**src/rtl/score_reset_pkg.sv**
```systemverilog
`default_nettype none
// ============================================================================
//  Module      : score_reset_pkg
//  Description : Shared definitions for the end-of-game score panel character
//                generator: character codes, BCD FSM states, panel geometry,
//                the fixed panel text lines and ASCII-to-code helpers.
//  Revision    : 1.0  initial release
// ============================================================================
package score_reset_pkg;

  // Character codes: space=0, '0'..'9'=1..10, 'A'..'Z'=11..36.
  localparam logic [5:0] CH_SPACE = 6'd0;
  localparam logic [5:0] CH_0     = 6'd1;
  localparam logic [5:0] CH_A     = 6'd11;

  // Panel geometry in cells and pixels.
  localparam int COLS = 16;
  localparam int ROWS = 6;
  localparam int CELL = 40;

  // Highest score the four-digit display can show.
  localparam int MAX_SCORE = 9999;

  typedef enum logic [1:0] {
    IDLE  = 2'd0,
    LOAD  = 2'd1,
    SHIFT = 2'd2,
    DONE  = 2'd3
  } bcd_state_t;

  // Fixed panel lines, one ASCII byte per column, column 0 in the top byte.
  // The score line carries spaces where the four digits are overlaid.
  localparam logic [8*COLS-1:0] c_txt_game_over = "   GAME  OVER   ";
  localparam logic [8*COLS-1:0] c_txt_you_win   = "    YOU  WIN    ";
  localparam logic [8*COLS-1:0] c_txt_score     = "   SCORE        ";
  localparam logic [8*COLS-1:0] c_txt_press     = "  PRESS  RESET  ";

  // Pick the ASCII byte of one column out of a panel line.
  function automatic logic [7:0] text_char(input logic [8*COLS-1:0] text,
                                           input logic [3:0]        col);
    return text[8*(COLS-1-int'(col)) +: 8];
  endfunction

  // Map ASCII to the 6-bit font code; anything not a digit or capital is space.
  function automatic logic [5:0] ascii_to_code(input logic [7:0] ch);
    logic [5:0] code;
    code = CH_SPACE;
    if (ch >= 8'h30 && ch <= 8'h39) begin
      code = CH_0 + 6'(ch - 8'h30);
    end else if (ch >= 8'h41 && ch <= 8'h5A) begin
      code = CH_A + 6'(ch - 8'h41);
    end
    return code;
  endfunction

endpackage
`default_nettype wire

```
**src/rtl/font_8x8_rom.sv**
```systemverilog
`default_nettype none
// ============================================================================
//  Module      : font_8x8_rom
//  Description : 8x8 base font, combinational. Returns one glyph row for a
//                6-bit character code; bit 7 is the leftmost pixel, row 0 is
//                the top row. Codes outside 0..36 render blank.
//  Ports       : i_code [5:0] character code
//                i_row  [2:0] glyph row
//                o_bits [7:0] glyph row pixels
//  Revision    : 1.0  initial release
// ============================================================================
module font_8x8_rom
  import score_reset_pkg::*;
(
  input  logic [5:0] i_code,
  input  logic [2:0] i_row,
  output logic [7:0] o_bits
);

  // Whole glyph, top row in the most significant byte.
  logic [63:0] w_glyph;

  always_comb begin
    w_glyph = 64'h0;
    case (i_code)
      6'd1:    w_glyph = 64'h3C666E7666663C00; // 0
      6'd2:    w_glyph = 64'h1838181818187E00; // 1
      6'd3:    w_glyph = 64'h3C66060C30607E00; // 2
      6'd4:    w_glyph = 64'h3C66061C06663C00; // 3
      6'd5:    w_glyph = 64'h0C1C2C4C7E0C0C00; // 4
      6'd6:    w_glyph = 64'h7E607C0606663C00; // 5
      6'd7:    w_glyph = 64'h3C607C6666663C00; // 6
      6'd8:    w_glyph = 64'h7E060C1830303000; // 7
      6'd9:    w_glyph = 64'h3C66663C66663C00; // 8
      6'd10:   w_glyph = 64'h3C66663E060C3800; // 9
      6'd11:   w_glyph = 64'h183C66667E666600; // A
      6'd12:   w_glyph = 64'h7C66667C66667C00; // B
      6'd13:   w_glyph = 64'h3C66606060663C00; // C
      6'd14:   w_glyph = 64'h786C6666666C7800; // D
      6'd15:   w_glyph = 64'h7E60607C60607E00; // E
      6'd16:   w_glyph = 64'h7E60607C60606000; // F
      6'd17:   w_glyph = 64'h3C66606E66663C00; // G
      6'd18:   w_glyph = 64'h6666667E66666600; // H
      6'd19:   w_glyph = 64'h3C18181818183C00; // I
      6'd20:   w_glyph = 64'h1E0C0C0C0C6C3800; // J
      6'd21:   w_glyph = 64'h666C7870786C6600; // K
      6'd22:   w_glyph = 64'h6060606060607E00; // L
      6'd23:   w_glyph = 64'h63777F6B63636300; // M
      6'd24:   w_glyph = 64'h66767E7E6E666600; // N
      6'd25:   w_glyph = 64'h3C66666666663C00; // O
      6'd26:   w_glyph = 64'h7C66667C60606000; // P
      6'd27:   w_glyph = 64'h3C666666663C0E00; // Q
      6'd28:   w_glyph = 64'h7C66667C786C6600; // R
      6'd29:   w_glyph = 64'h3C66603C06663C00; // S
      6'd30:   w_glyph = 64'h7E18181818181800; // T
      6'd31:   w_glyph = 64'h6666666666663C00; // U
      6'd32:   w_glyph = 64'h66666666663C1800; // V
      6'd33:   w_glyph = 64'h6363636B7F776300; // W
      6'd34:   w_glyph = 64'h66663C183C666600; // X
      6'd35:   w_glyph = 64'h6666663C18181800; // Y
      6'd36:   w_glyph = 64'h7E060C1830607E00; // Z
      default: w_glyph = 64'h0;                // space and unused codes
    endcase
  end

  assign o_bits = w_glyph[8*(7-int'(i_row)) +: 8];

endmodule
`default_nettype wire

```
**src/rtl/score_reset_char_gen.sv**
```systemverilog
`default_nettype none
// ============================================================================
//  Module      : score_reset_char_gen
//  Description : Character/font responder for the end-of-game score panel.
//                Decodes the requested cell into a character code, delays it
//                through a two-stage code pipeline, then scales the 8x8 font
//                row to a 40-pixel row. Converts the score to BCD with a
//                sequential double-dabble engine on every game end.
//  Ports       : pclk         pixel clock
//                rst_n        synchronous active-low reset
//                char_yx      {row, col} of the requested cell
//                char_line    pixel line within the cell, 0..39
//                score        binary score, sampled at conversion start
//                game_over    end flag, priority over victory
//                victory      end flag
//                char_pixels  glyph row, bit 39 leftmost
//                digits_valid BCD score digits are current
//  Revision    : 1.0  initial release
// ============================================================================
module score_reset_char_gen
  import score_reset_pkg::*;
#(
  parameter int SCORE_W = 14,
  parameter int SCALE   = 5
) (
  input  logic                 pclk,
  input  logic                 rst_n,
  input  logic [7:0]           char_yx,
  input  logic [7:0]           char_line,
  input  logic [SCORE_W-1:0]   score,
  input  logic                 game_over,
  input  logic                 victory,
  output logic [8*SCALE-1:0]   char_pixels,
  output logic                 digits_valid
);

  // Shift register holds {BCD[15:0], binary[SCORE_W-1:0]}.
  localparam int SR_W  = SCORE_W + 16;
  localparam int CNT_W = $clog2(SCORE_W);

  localparam logic [CNT_W-1:0]   c_last_step = CNT_W'(SCORE_W - 1);
  localparam logic [SCORE_W-1:0] c_max_score = SCORE_W'(MAX_SCORE);

  // --------------------------------------------------------------------------
  // BCD conversion FSM
  // --------------------------------------------------------------------------
  bcd_state_t          r_state;
  bcd_state_t          w_state_next;
  logic                r_g_q;
  logic [SR_W-1:0]     r_sr;
  logic [SR_W-1:0]     w_sr_next;
  logic [CNT_W-1:0]    r_cnt;
  logic [CNT_W-1:0]    w_cnt_next;
  logic [15:0]         r_digits;
  logic [15:0]         w_digits_next;
  logic                r_digits_valid;
  logic                w_valid_next;

  logic                w_g;
  logic                w_rise;
  logic [SCORE_W-1:0]  w_load_val;
  logic [SR_W-1:0]     w_adj;
  logic [SR_W-1:0]     w_shift;

  assign w_g        = game_over | victory;
  assign w_rise     = w_g & ~r_g_q;
  assign w_load_val = (score > c_max_score) ? c_max_score : score;

  // One double-dabble step: correct every BCD nibble >= 5, then shift.
  always_comb begin
    w_adj = r_sr;
    for (int k = 0; k < 4; k++) begin
      if (r_sr[SCORE_W + 4*k +: 4] >= 4'd5) begin
        w_adj[SCORE_W + 4*k +: 4] = r_sr[SCORE_W + 4*k +: 4] + 4'd3;
      end
    end
    w_shift = w_adj << 1;
  end

  always_ff @(posedge pclk) begin
    if (!rst_n) begin
      r_state        <= IDLE;
      r_g_q          <= 1'b0;
      r_sr           <= '0;
      r_cnt          <= '0;
      r_digits       <= 16'h0;
      r_digits_valid <= 1'b0;
    end else begin
      r_state        <= w_state_next;
      r_g_q          <= w_g;
      r_sr           <= w_sr_next;
      r_cnt          <= w_cnt_next;
      r_digits       <= w_digits_next;
      r_digits_valid <= w_valid_next;
    end
  end

  always_comb begin
    w_state_next  = r_state;
    w_sr_next     = r_sr;
    w_cnt_next    = r_cnt;
    w_digits_next = r_digits;
    w_valid_next  = r_digits_valid;
    case (r_state)
      IDLE: begin
        if (w_rise) begin
          w_state_next = LOAD;
        end
      end
      LOAD: begin
        if (!w_g) begin
          w_state_next = IDLE;
          w_valid_next = 1'b0;
        end else begin
          w_sr_next    = {16'h0, w_load_val};
          w_cnt_next   = '0;
          w_state_next = SHIFT;
        end
      end
      SHIFT: begin
        // A falling end flag aborts without touching the digits register.
        if (!w_g) begin
          w_state_next = IDLE;
          w_valid_next = 1'b0;
        end else begin
          w_sr_next  = w_shift;
          w_cnt_next = r_cnt + CNT_W'(1);
          if (r_cnt == c_last_step) begin
            w_digits_next = w_shift[SR_W-1 -: 16];
            w_valid_next  = 1'b1;
            w_state_next  = DONE;
          end
        end
      end
      DONE: begin
        if (!w_g) begin
          w_state_next = IDLE;
          w_valid_next = 1'b0;
        end
      end
      default: begin
        w_state_next = IDLE;
        w_valid_next = 1'b0;
      end
    endcase
  end

  assign digits_valid = r_digits_valid;

  // --------------------------------------------------------------------------
  // Text map decode (cell -> character code)
  // --------------------------------------------------------------------------
  logic [3:0] w_row;
  logic [3:0] w_col;
  logic [1:0] w_digit_idx;
  logic [3:0] w_shown;
  logic [7:0] w_ch;
  logic [5:0] w_code;
  logic [5:0] r_code1;
  logic [5:0] r_code2;

  assign w_row = char_yx[7:4];
  assign w_col = char_yx[3:0];

  // Leading-zero blanking: a digit shows if it or any higher digit is
  // non-zero; the units digit (index 0) always shows.
  assign w_shown = {|r_digits[15:12], |r_digits[15:8], |r_digits[15:4], 1'b1};

  always_comb begin
    w_ch        = 8'h20;
    // Column 13 is the units digit (nibble 0), column 10 the thousands.
    w_digit_idx = 2'(4'd13 - w_col);
    if (int'(w_row) < ROWS) begin
      case (w_row)
        4'd1: begin
          if (game_over) begin
            w_ch = text_char(c_txt_game_over, w_col);
          end else if (victory) begin
            w_ch = text_char(c_txt_you_win, w_col);
          end
        end
        4'd3: begin
          if (w_col >= 4'd10 && w_col <= 4'd13) begin
            if (r_digits_valid && w_shown[w_digit_idx]) begin
              w_ch = 8'h30 + {4'h0, r_digits[4*w_digit_idx +: 4]};
            end
          end else begin
            w_ch = text_char(c_txt_score, w_col);
          end
        end
        4'd4:    w_ch = text_char(c_txt_press, w_col);
        default: w_ch = 8'h20;
      endcase
    end
  end

  assign w_code = ascii_to_code(w_ch);

  // Two-stage code pipeline lines the code up with the overlay's char_line.
  always_ff @(posedge pclk) begin
    if (!rst_n) begin
      r_code1 <= CH_SPACE;
      r_code2 <= CH_SPACE;
    end else begin
      r_code1 <= w_code;
      r_code2 <= r_code1;
    end
  end

  // --------------------------------------------------------------------------
  // Font lookup and horizontal/vertical scaling
  // --------------------------------------------------------------------------
  logic       w_line_ok;
  logic [2:0] w_glyph_row;
  logic [7:0] w_font_bits;

  assign w_line_ok   = (char_line < 8'(CELL));
  assign w_glyph_row = 3'(char_line / 8'(SCALE));

  font_8x8_rom u_font (
    .i_code (r_code2),
    .i_row  (w_glyph_row),
    .o_bits (w_font_bits)
  );

  // Each font pixel is replicated SCALE times across the row.
  for (genvar i = 0; i < 8*SCALE; i++) begin : g_px
    assign char_pixels[8*SCALE-1-i] = w_line_ok & w_font_bits[7 - i/SCALE];
  end

endmodule
`default_nettype wire

```
**config.mk**
```make
export PLATFORM = sky130hd
export DESIGN_NAME = score_reset_char_gen
export DESIGN_NICKNAME = d
export VERILOG_FILES = /design/src/rtl/score_reset_pkg.sv /design/src/rtl/font_8x8_rom.sv /design/src/rtl/score_reset_char_gen.sv
export SDC_FILE = /design/constraint.sdc
export NUM_CORES = 1
export LEC_CHECK = 0
export BUFFER_PORTS_ARGS = -buffer_cell sky130_fd_sc_hd__buf_4
export CORE_AREA = 2 2 118 120
export CTS_CLUSTER_SIZE = 30
export DETAILED_ROUTE_END_ITERATION = 10
export DIE_AREA = 0 0 120 122
export PLACE_DENSITY_LB_ADDON = 0.05
export SYNTH_ARGS = -nofsm -noshare
export SYNTH_HDL_FRONTEND = slang
export SYNTH_SLANG_ARGS = --single-unit
```
**constraint.sdc**
```tcl
create_clock -name pclk -period 3.7 [get_ports pclk]
set_input_delay 0 -clock pclk [delete_from_list [all_inputs] [get_ports pclk]]
set_output_delay 0 -clock pclk [all_outputs]
set_load 0.05 [all_outputs]
```
==> impl_metrics.csv, run 1 <==
group,metric,value,unit
status,status,"completed",
logic_synthesis,syn_avg_cell_area,7.242,sq um
clock_network,clockBufferDepth,2,
detailed_routing,wl_met1,9.392,mm
clock_network,cts_resized,0,
cells_and_area,fillerInstances,1251,
power_and_ir_drop,combPwrFrac,0.178,
worst_setup_path,cp_cell_sequence,"buf_4 > nor2b_2 > a21oi_1 > o311a_1 > nor3_2 > xnor2_1 > ha_1 > a21oi_1 > maj3_2 > a221oi_2 > a2bb2oi_2 > buf_4 > nand4_1 > a31oi_1 > a21o_2 > buf_4",
detailed_routing,vias_per_cell,6.314,
place,placed_cell_area,8208,sq um
sta,final_hold_viol_count,0,
worst_setup_path,arrival,3440,ps
sta,setup_viol,0,
clock_network,cts_buffers,9,
worst_setup_path,crit_fanout,20,
sta,clock_skew,15.66,ps
sta,fin_ws,259.1,ps
sta,slew_headroom,0.4999,
sta,fin_crit_sh,0.9300,
cells_and_area,nets,1163,
die,fp.dieArea,14640,sq um
sta,tns,0,ps
power_and_ir_drop,ir_drop,0.2968,mV
logic_synthesis,synth-main-ff-cell,"dfxtp_1",
cells_and_area,fin_util,0.6376,
power_and_ir_drop,finalPower,0.002475,W
cells_and_area,layout-drive-gt1-share,0.1285,
die,initial_core_util,0.5840,
logic_synthesis,synth_edf_count,0,
power_and_ir_drop,p_switching,0.0007222,W
logic_synthesis,synth-seq-cells,103,
detailed_routing,wl_per_cell,17.28,um
worst_setup_path,setup.worst_path.class,"primary input to output pin",
flow_run,cap_violations,0,
detailed_routing,firstDrtPassIters,7,
clock_network,cts_root_buf,"clkbuf_16",
detailed_routing,vias,8063,
sta,post-route-min-period,3441,ps
clock_network,h-tree-depth,3,
worst_setup_path,critical_path.most_common_cell,"buf_4",
detailed_routing,finalWirelength,22.07,mm
clock_network,cts_tree,"built",
logic_synthesis,synthCells,1089,
logic_synthesis,synth.distinct_cells,76,
die,ioPinCount,75,
die,die_h,122,um
clock_network,cts.clk_slew.worst_paths,70,ps
logic_synthesis,synthTopCellsByArea,"dfxtp_1 26%, a21oi_1 6.5%, nand2_1 6.4%",
grt,antenna_found_initial,0,
detailed_routing,ant_nets,0,
detailed_routing,route.met3.wl,2.073,mm
power_and_ir_drop,sw_frac_of_total,0.2918,
logic_synthesis,yosys_warnings,0,
logic_synthesis,synthArstFlopShare,0,
detailed_routing,dr.max_layer_used,"met4",
place,place_hpwl,15.51,mm
clock_network,clk_latency,360,ps
power_and_ir_drop,p_clk_frac,0.360,
grt,grt_max_degree,69,
place,pre_cts_ws,277.6,ps
min_path,hold_path.class,"primary input to flop",
grt,grt_pass1_wl,35.63,mm
worst_setup_path,cp-start-kind,"primary input",
detailed_routing,drc_errors,0,
detailed_routing,drt_iter0_drc,981,
logic_synthesis,ys_seq_area_frac,0.2615,
sta,max_freq,290.6,MHz
cells_and_area,final_common_cell,"nand2_1",
cells_and_area,area_delta_synth_final,9.186,%
worst_setup_path,endpoint_kind,"output pin",
sta,drv_slew,0,
power_and_ir_drop,total_leakage_power,3.355,nW
die,die_w,120,um
place,gp_congestion,1.045,
sta,tightest_slew,750.2,ps
grt,grt_pass1_vias,7234,
cells_and_area,antenna_cells,0,
place,io_buffers,69,
die,coreArea,13500,sq um
logic_synthesis,netlist_area,7886,sq um
power_and_ir_drop,share_seq_of_total_power,0.462,
logic_synthesis,synth_top_cell_by_area,"dfxtp_1",
grt,grt.overflow.total,0,
detailed_routing,wl_met2,9.735,mm
logic_synthesis,synth_top_area_share,0.2615,
worst_setup_path,slowest_stage,"o311a_1",
worst_setup_path,crit_path_max_incr_delay,410,ps
die,rows,43,
sta,grt_setup_unrepaired,"no",
grt,grt_use_total,0.2984,
worst_setup_path,critical_path_required,3700,ps
power_and_ir_drop,p_int,0.001753,W
power_and_ir_drop,power.density,287.4,nW/um^2
cells_and_area,final_area,8611,sq um
clock_network,cts_sinks,103,
cells_and_area,layout_common_cells,"135 x nand2_1, 103 x dfxtp_1, 102 x nor2_1, 102 x a21oi_1, 93 x buf_4",
==> power by group through the flow <==
stage	clock network, W	logic [W]	registers, W
4_1_cts	0.000902	0.000431	0.00114
5_1_grt	0.000942	0.000485	0.00115
2_1_floorplan	0	0.000349	0.00116
6_report	0.000891	0.000441	0.00114
3_3_place_gp	0	0.000419	0.00117
3_5_place_dp	0	0.000420	0.00117
==> stage by stage <==
step           instances  hold slack, ps
3_3_place_gp        1248           282.0
3_5_place_dp        1248           278.4
2_1_floorplan       1093           147.7
5_1_grt             1277           17.64
4_1_cts             1276           9.573
6_report            1277           29.64
==> timing repair <==
action,CTS,global route
hold buffers,12,0
endpoints found under the setup margin,0,5
buffers inserted,0,1
endpoints found under the hold margin,12,0
==> cells in the mapped netlist, drive strengths merged, types with 6 or more instances <==
library cell,count
a211oi,12
a21o,10
a21oi,102
a221oi,8
a22o,6
a22oi,26
a31oi,12
and2,6
buf,54
clkbuf,63
dfxtp,103
ha,37
inv,41
mux2i,9
nand2,135
nand2b,24
nand3,25
nand4,20
nor2,103
nor2b,18
nor3,25
nor3b,9
o211ai,15
o21ai,97
o221ai,18
o22ai,11
o31ai,7
or3,7
xnor2,7
==> state kept, by name, indices dropped and copies added, names as in the netlist <==
name            flops
digits_valid        1
r_cnt               4
r_digits           16
r_sr               30
r_code1             6
r_g_q               1
u_font.w_glyph     43
r_state             2
==> critical path, delay by kind of cell <==
| family | cells | cell delay, ps |
|---|---|---|
| compound gates | 7 | 1520 |
| xor+xnor | 1 | 170 |
| fa+ha+maj | 2 | 550 |
| buf+inv | 3 | 610 |
| simple gates | 3 | 560 |
==> worst paths after layout <==
path                            depth (start not counted)         start               to  slack, ps
worst min-delay path                                    3       victory            r_g_q         30
worst max register to register                         13   r_digits[5]       r_code1[1]        640
worst min register to register                          2   r_digits[0]      r_digits[0]        460
worst max-delay path                                   16  char_line[5]  char_pixels[29]        260
==> cells by family after synthesis <==
logic type / synth area share
simple gates: 0.2348
compound gates: 0.3059
flops: 0.2615
buf+inv: 0.09868
xor+xnor: 0.009996
other cells: 0.0004755
mux: 0.02713
fa+ha+maj: 0.06156
==> routing by layer <==
metal / up-vias / global-route usage
met5: - / 0
met4: 0 / 0.1515
met3: 83 / 0.05618
met2: 440 / 0.4634
met1: 3641 / 0.3963
li1: 3899 / -
==> cell type report <==
class / instances / area, sq um / area share
multi-input combinational: 832 / 5076 / 0.5895
clock inverter: 5 / 42.54 / 0.004940
inverter: 41 / 153.9 / 0.01787
timing repair buffer: 105 / 818.3 / 0.09503
sequential: 103 / 2062 / 0.2395
clock buffer: 11 / 232.7 / 0.02703
tap: 180 / 225.2 / 0.02616
Power figures use the tool's default switching activity.
==> run 2, diff against run 1 <==
==> constraint.sdc (replaced) <==
create_clock -name pclk -period 3.8 [get_ports pclk]
set_input_delay 0 -clock pclk [delete_from_list [all_inputs] [get_ports pclk]]
set_output_delay 0 -clock pclk [all_outputs]
set_load 0.05 [all_outputs]
==> run 2 against run 1 <==
Net effect: register-to-register slack gained 110 ps; sequential share of layout area is the same; worst setup slack gained 56 ps; clock-buffer cell count shrank 2; critical path depth grew 1; routed wire length grew 2.7%; design area is the same; via count grew 0.45%; clock skew shrank 4.6 ps; critical endpoint is now char_pixels[21].
==> impl_metrics.csv, run 2 (synthesized netlist as in run 1, its figures left out) <==
group,metric,value,unit
status,status,"completed",
worst_setup_path,crit_fanout,20,
worst_setup_path,r2r_end,"r_code1[1]",
worst_setup_path,cp-start-kind,"primary input",
worst_setup_path,critical_path_required,3800,ps
grt,antenna_found_initial,0,
sta,clock_skew,11.03,ps
detailed_routing,drt_iter0_drc,900,
detailed_routing,ant_nets,0,
cells_and_area,fin_util,0.6376,
sta,final_hold_viol_count,0,
worst_setup_path,cp-startpoint,"char_line[5]",
sta,post-route-min-period,3485,ps
cells_and_area,instances_no_fill,1277,
power_and_ir_drop,p_clk_frac,0.360,
die,die_w,120,um
min_path,hold_path.class,"primary input to flop",
clock_network,cts_tree,"built",
clock_network,cts_root_buf,"clkbuf_16",
worst_setup_path,endpoint_kind,"output pin",
detailed_routing,drc_errors,0,
worst_setup_path,setup.worst_path.class,"primary input to output pin",
power_and_ir_drop,p_int,0.001697,W
cells_and_area,largest_register_ffs,43,
clock_network,clk_latency,360,ps
min_path,holdPathStages,3,
die,die_h,122,um
clock_network,cts_buffers,9,
detailed_routing,firstDrtPassIters,6,
sta,tightest_slew,740.7,ps
cells_and_area,layout-drive-gt1-share,0.1294,
sta,setup_viol,0,
sta,hold_ws,11.92,ps
detailed_routing,finalWirelength,22.66,mm
cells_and_area,nets,1164,
cells_and_area,final_area,8611,sq um
sta,max_freq,286.9,MHz
cells_and_area,area_delta_synth_final,9.186,%
place,dp_cells,1250,
place,placed_cell_area,8222,sq um
grt,grt_pass1_vias,7235,
die,fp.dieArea,14640,sq um
place,io_buffers,69,
die,coreArea,13500,sq um
flow_run,cap_violations,0,
sta,slew_headroom,0.5044,
cells_and_area,fillerInstances,1244,
place,place_hpwl,15.97,mm
die,ioPinCount,75,
power_and_ir_drop,p_switching,0.0007132,W
worst_setup_path,r2r_start,"r_digits[5]",
cells_and_area,antenna_cells,0,
die,initial_core_util,0.5840,
place,gp_congestion,1.006,
grt,grt.overflow.total,0,
sta,fin_crit_sh,0.9172,
min_path,holdCritStartpoint,"victory",
sta,tns,0,ps
grt,grt_use_total,0.3050,
detailed_routing,wl_per_cell,17.74,um
worst_setup_path,arrival,3490,ps
power_and_ir_drop,combPwrFrac,0.178,
worst_setup_path,r2r_cells,13,
sta,grt_setup_unrepaired,"no",
grt,grt_pass1_wl,36.05,mm
power_and_ir_drop,total_leakage_power,3.361,nW
power_and_ir_drop,sw_frac_of_total,0.2960,
power_and_ir_drop,ir_drop,0.3858,mV
detailed_routing,vias_per_cell,6.342,
clock_network,h-tree-depth,3,
clock_network,cts_setup_buffers,0,
cells_and_area,final_common_cell,"nand2_1",
die,rows,43,
clock_network,cts_sinks,103,
clock_network,clockBufferDepth,2,
grt,grt_max_degree,69,
min_path,hold_end,"r_g_q",
power_and_ir_drop,power.density,279.9,nW/um^2
sta,drv_slew,0,
worst_setup_path,worst-r2r-setup-slack,750,ps
power_and_ir_drop,share_seq_of_total_power,0.462,
cells_and_area,layout_common_cells,"135 x nand2_1, 103 x dfxtp_1, 102 x nor2_1, 102 x a21oi_1, 94 x buf_4",
detailed_routing,vias,8099,
clock_network,cts.clk_slew.worst_paths,70,ps
==> run 2: changes by cell type in the layout (fill, tap and decap cells not counted) <==
cell / before / now
buf_4: 93 / 94
o311a_1: 2 / 3
clkbuf_1: 2 / 0
inv_6: 1 / 2
clkinv_2: 0 / 2
clkinv_4: 3 / 1
o311a_2: 1 / 0
==> run 2: worst max path at each step <==
stage | endpoint | depth (start not counted)
floorplan | char_pixels[1] | 17
global placement | char_pixels[20] | 16
detailed placement | char_pixels[21] | 16
CTS | char_pixels[21] | 16
global route | char_pixels[11] | 17
finish | char_pixels[21] | 17
==> run 2: timing repair <==
action                     CTS  global route
setup endpoints to repair    0             0
gates resized for setup      0             0
hold buffers                12             0
hold endpoints to repair    12             0
==> run 2: per-stage QoR <==
| step | total power [W] | setup slack (ps) |
|---|---|---|
| after floorplan | 0.001472 | 55.62 |
| after global placement | 0.001547 | 487.5 |
| after detailed placement | 0.001550 | 345.4 |
| after CTS | 0.002423 | 334.1 |
| after global routing | 0.002508 | 121.9 |
| final | 0.002410 | 314.7 |
==> run 2: power by group through the flow <==
stage               Clock, W  Combinational (W)  Sequential [W]
finish              0.000868           0.000429         0.00111
global route        0.000922           0.000470         0.00112
CTS                 0.000886           0.000423         0.00111
detailed placement         0           0.000412         0.00114
global placement           0           0.000409         0.00114
floorplan                  0           0.000340         0.00113
==> run 2: per-layer routing <==
metal	global-route usage	wire (um)	up-vias
li1	-	-	3924
met5	0	0	-
met3	0.05665	1987	75
met2	0.4808	10140	423
met1	0.4045	9665	3677
met4	0.1434	865	0
==> run 2: layout make-up <==
| type | instances | area [sq um] | area share |
|---|---|---|---|
| Multi-Input combinational cell | 832 | 5075 | 0.5894 |
| Sequential cell | 103 | 2062 | 0.2395 |
| Timing Repair Buffer | 106 | 825.8 | 0.09590 |
| Clock buffer | 9 | 225.2 | 0.02616 |
| Tap cell | 180 | 225.2 | 0.02616 |
| Inverter | 41 | 153.9 | 0.01787 |
| Clock inverter | 6 | 43.79 | 0.005086 |
==> run 2: critical path, stage by stage <==
cell,delay [ps]
buf_4,140
nor2b_2,210
a21oi_1,140
o311a_1,410
nor3_2,220
xnor2_1,110
ha_1,280
inv_1,70
and3_1,170
a311oi_1,230
o21ai_0,220
a2bb2oi_2,320
buf_4,280
nand4_1,120
a31oi_1,200
a21o_2,160
buf_4,200
